**src/rtl/mux8_arbiter16.sv**
```systemverilog
// mux8_arbiter16: eight-source collecting mux with round-robin arbitration into one registered output word.
// Define MUX8_ARB_FIXED_PRIO_EN for fixed lowest-index priority; this removes the rotating pointer.
module mux8_arbiter16 #(
    parameter int WIDTH = 16,
    parameter int NSRC  = 8
) (
    input  logic                  clk,
    input  logic                  rst,
    input  logic [NSRC-1:0]       req,
    input  logic [WIDTH*NSRC-1:0] in_data,
    output logic [NSRC-1:0]       gnt,
    output logic [WIDTH-1:0]      out_data,
    output logic [2:0]            out_sel,
    output logic                  out_valid,
    input  logic                  out_ready
);

    logic [WIDTH-1:0] data_q, data_d;
    logic [2:0]       sel_q, sel_d;
    logic             valid_q, valid_d;
    logic [2:0]       scan_base;
    logic [2:0]       scan_idx;
    logic [2:0]       winner;
    logic             found;
    logic             load;

`ifdef MUX8_ARB_FIXED_PRIO_EN
    assign scan_base = 3'd0;
`else
    logic [2:0] ptr_q, ptr_d;

    assign scan_base = ptr_q;
    assign ptr_d     = winner + 3'd1;

    always_ff @(posedge clk) begin
        if (rst) begin
            ptr_q <= 3'd0;
        end else if (load) begin
            ptr_q <= ptr_d;
        end
    end
`endif

    // First requester at or after scan_base, wrapping modulo 8.
    always_comb begin
        winner   = 3'd0;
        found    = 1'b0;
        scan_idx = 3'd0;
        for (int k = 0; k < NSRC; k++) begin
            scan_idx = scan_base + 3'(k);
            if (!found && req[scan_idx]) begin
                winner = scan_idx;
                found  = 1'b1;
            end
        end
    end

    assign load = (|req) && (!valid_q || out_ready) && !rst;
    assign gnt  = load ? ({{(NSRC-1){1'b0}}, 1'b1} << winner) : '0;

    always_comb begin
        data_d  = data_q;
        sel_d   = sel_q;
        valid_d = valid_q;
        if (load) begin
            data_d  = in_data[winner*WIDTH +: WIDTH];
            sel_d   = winner;
            valid_d = 1'b1;
        end else if (valid_q && out_ready) begin
            valid_d = 1'b0;
        end
    end

    always_ff @(posedge clk) begin
        if (rst) begin
            data_q  <= '0;
            sel_q   <= 3'd0;
            valid_q <= 1'b0;
        end else begin
            data_q  <= data_d;
            sel_q   <= sel_d;
            valid_q <= valid_d;
        end
    end

    assign out_data  = data_q;
    assign out_sel   = sel_q;
    assign out_valid = valid_q;

endmodule

```
**config.mk**
```make
export PLATFORM = sky130hd
export DESIGN_NAME = mux8_arbiter16
export DESIGN_NICKNAME = d
export VERILOG_FILES = /design/src/rtl/mux8_arbiter16.sv
export SDC_FILE = /design/constraint.sdc
export NUM_CORES = 1
export LEC_CHECK = 0
export BUFFER_PORTS_ARGS = -buffer_cell sky130_fd_sc_hd__buf_2
export CORE_MARGIN = 3
export CORE_UTILIZATION = 40
export DETAILED_ROUTE_END_ITERATION = 8
export GPL_TIMING_DRIVEN = 0
export HOLD_SLACK_MARGIN = 0.15
export PLACE_DENSITY_LB_ADDON = 0.12
export SLEW_MARGIN = 40
export SYNTH_ARGS = -nofsm -noshare
export SYNTH_HDL_FRONTEND = slang
export SYNTH_SLANG_ARGS = --single-unit
```
**constraint.sdc**
```tcl
create_clock -name clk -period 4.45 [get_ports clk]
set_input_delay 0.2225 -clock clk [delete_from_list [all_inputs] [get_ports clk]]
set_output_delay 0.2225 -clock clk [all_outputs]
set_load 0.05 [all_outputs]
```
==> summary.txt <==
Hold Path Stages -> 2
Req. time, crit path -> 4.23 ns
clk_lat worst skew -> 0.27 ns
met3 WL post-DR -> 1330 um
I/O Pins -> 167
register area share after synthesis -> 12.4%
Period Utilization, post-route -> 97.2%
Layout area overhead -> 32.0%
Port Buffer Count -> 164
CTS Buffer Depth -> 2
post-synth top area share -> 13.1%
DRT Pass-1 Iters -> 6
Nets -> 793
CP arrival -> 4.10 ns
Final Hold Vio Count -> 0
largest net degree at the start of global routing -> 20
min Tclk post-route -> 4.33 ns
pwr/cell area -> 964 mW/mm^2
drt total wl -> 14800 um
wire per inst -> 19.6 um
CP max-delay cell -> or3_4
Die Area -> 0.0105 mm^2
first-pass GRT wire length -> 22100 um
Critical path buffers and inverters -> 6
hold_sp -> rst
TritonCTS Sinks -> 23
synth cell count leaders -> 65 x a22oi_1, 36 x o211ai_1, 29 x clkbuf_1
Min-Delay Path Class -> input port to register
GRT overflow -> 0
Clk pin slew, worst setup/hold paths -> 0.09 ns
Global Route Usage Sum -> 26.7%
Top delay family on crit path -> buffers and inverters
Place WS -> -0.741 ns
uppermost layer routed -> met4
fillcell total -> 874
Critical Path Fanout Max -> 19
status -> complete, no violations
Die X-Extent -> 102 um
CTS tree -> done
cts bufs inserted -> 3
peak supply drop -> 481 uV
CTS Root Cell -> clkbuf_8
Worst setup SP type -> register
Min-Delay Endpoint -> out_valid$_SDFFE_PP0P_
maximum clock frequency -> 231 MHz
Crit. End Element -> output port
Via Count -> 4767
DR iter-0 viols -> 343
area post-placement -> 0.00467 mm^2
Antenna Violating Nets Remaining -> 0
Clock Skew -> 0.00437 ns
worst reg-to-reg path cell count -> 15
die height -> 102 um
CORE AREA -> 0.00885 mm^2
Yosys warning total -> 0
flop and latch count out of synthesis -> 23
CP max stage delay -> 0.44 ns
Yosys top cell by area -> a22oi_1
final RePlAce weighted congestion -> 0.909
wl on met1 -> 6560 um
Tot Pwr -> 0.00472 W
Slew HR -> 56.3%
WHS -> 0.164 ns
Syn Nets -> 616
critical path class -> register to output port
Leak -> 2.19 nW
initial antenna violation count -> 0
Least-Margin Pin Slew -> 0.654 ns
syn_area_per_cell -> 7.85 um^2
Initial Utilization -> 41.9%
r2r setup slk -> 0.37 ns
Post-synth EDFFs -> 0
Mapped Cells -> 473
Synth area leaders -> a22oi_1 13%, dfxtp_1 12%, o211ai_1 7.3%
DRC Markers -> 0
cts hold-fix bufs -> 0
Async SR Flop Fraction -> 0%
Slew Limit Fails -> 0
worst r2r dst -> out_data[3]$_SDFFE_PP0P_
RSZ-0062 raised after global routing -> no
ANT cells -> 0
Most used DFF post-synth -> dfxtp_1
worst setup margin -> 0.123 ns
R2R Path Start -> ptr_q[1]$_SDFFE_PP0P_
layout cell share with drive strength beyond 1 -> 37.6%
synthesized area -> 0.00371 mm^2
H-tree depth -> 1
setup violators final -> 0
vias in the first global route -> 4271
synth unique cells -> 60
max capacitance violation total -> 0
top-count cell post-synth -> a22oi_1
CP cell instances -> buf_12 > inv_1 > ha_1 > buf_4 > mux2_1 > a221o_1 > a2bb2o_4 > nand3_4 > or3_4 > and2_1 > o211a_1 > buf_2 > buf_6 > and3_1 > clkbuf_4
row count -> 34
met2 wire length -> 6680 um
Vias/cell -> 6.30
Post-DP HPWL -> 11700 um
Finished Cell Area -> 0.00490 mm^2
## sequential cells by signal, summed over array words and instances (netlist names)
register and cells:
out_sel 3, out_data 16, ptr_q 3, out_valid 1
## repair_timing
item / in CTS / in global routing
setup buffers: 6 / 3
resized for setup: 19 / 12
endpoints found under the setup margin: 30 / 12
pin swaps: 4 / 0
## layer usage
| layer | vias to the layer above | global-route usage [%] |
|---|---|---|
| met5 | - | 0 |
| met4 | 0 | 6.36 |
| met3 | 22 | 2.73 |
| met2 | 260 | 41.3 |
| met1 | 2252 | 39.8 |
| li1 | 2233 | - |
## metrics by stage
| step | util, % | cells | TNS (ns) |
|---|---|---|---|
| floorplan | - | 473 | 0 |
| global placement | 52.8 | 745 | -12.13 |
| detailed placement | 52.8 | 745 | -13.64 |
| CTS | 54.6 | 754 | 0 |
| global route | 55.4 | 757 | 0 |
| finish | 55.4 | 757 | 0 |
## power breakdown
part           switching [W]  total, W  leakage (nW)  internal [W]
Sequential         0.0000505  0.000350         0.192      0.000299
Combinational        0.00255   0.00423          1.97       0.00169
Clock              0.0000744  0.000137        0.0255     0.0000627
Total                0.00267   0.00472          2.19       0.00205
## cells by family after synthesis
group | Yosys count | synth area share, %
adders and majority gates | 4 | 1.35
xor gates and xnor gates | 5 | 1.38
AOI/OAI and AO/OA | 244 | 50.0
muxes | 36 | 13.6
DFF | 23 | 12.4
buffers and inverters | 79 | 9.57
and+or+nand+nor | 82 | 11.7
## cell usage in the layout (no fill, tap or decap), drive strengths merged, types with 19 or more instances in the layout
cell type | netlist | final
a21boi | 19 | 19
nor3 | 21 | 21
inv | 23 | 22
clkbuf | 29 | 33
dfxtp | 23 | 23
o21ai | 21 | 21
o211ai | 36 | 36
a22oi | 65 | 65
mux2i | 20 | 20
buf | 27 | 198
## area by class of cell
class | instances | area, um^2 | area share (%)
multi-input cells | 371 | 2970 | 60.6
repair buffers | 173 | 896 | 18.3
flip-flops and latches | 23 | 464 | 9.47
plain buffers | 55 | 297 | 6.05
well taps | 108 | 135 | 2.76
inverters | 23 | 90.1 | 1.84
clock buffers | 3 | 41.3 | 0.843
clock inverters | 1 | 5.00 | 0.102
## how the worst max path moves through the flow
stage	cells after the start	start	slack, ns	endpoint
5_1_grt	15	ptr_q[1]$_SDFFE_PP0P_	0.01	gnt[0]
3_3_place_gp	14	ptr_q[1]$_SDFFE_PP0P_	-0.67	gnt[4]
6_report	15	ptr_q[1]$_SDFFE_PP0P_	0.12	gnt[0]
4_1_cts	15	ptr_q[1]$_SDFFE_PP0P_	0.009	gnt[0]
2_1_floorplan	14	ptr_q[1]$_SDFFE_PP0P_	0.003	gnt[5]
3_5_place_dp	14	ptr_q[1]$_SDFFE_PP0P_	-0.74	gnt[4]
No activity file was read; power rests on OpenSTA's default activity.
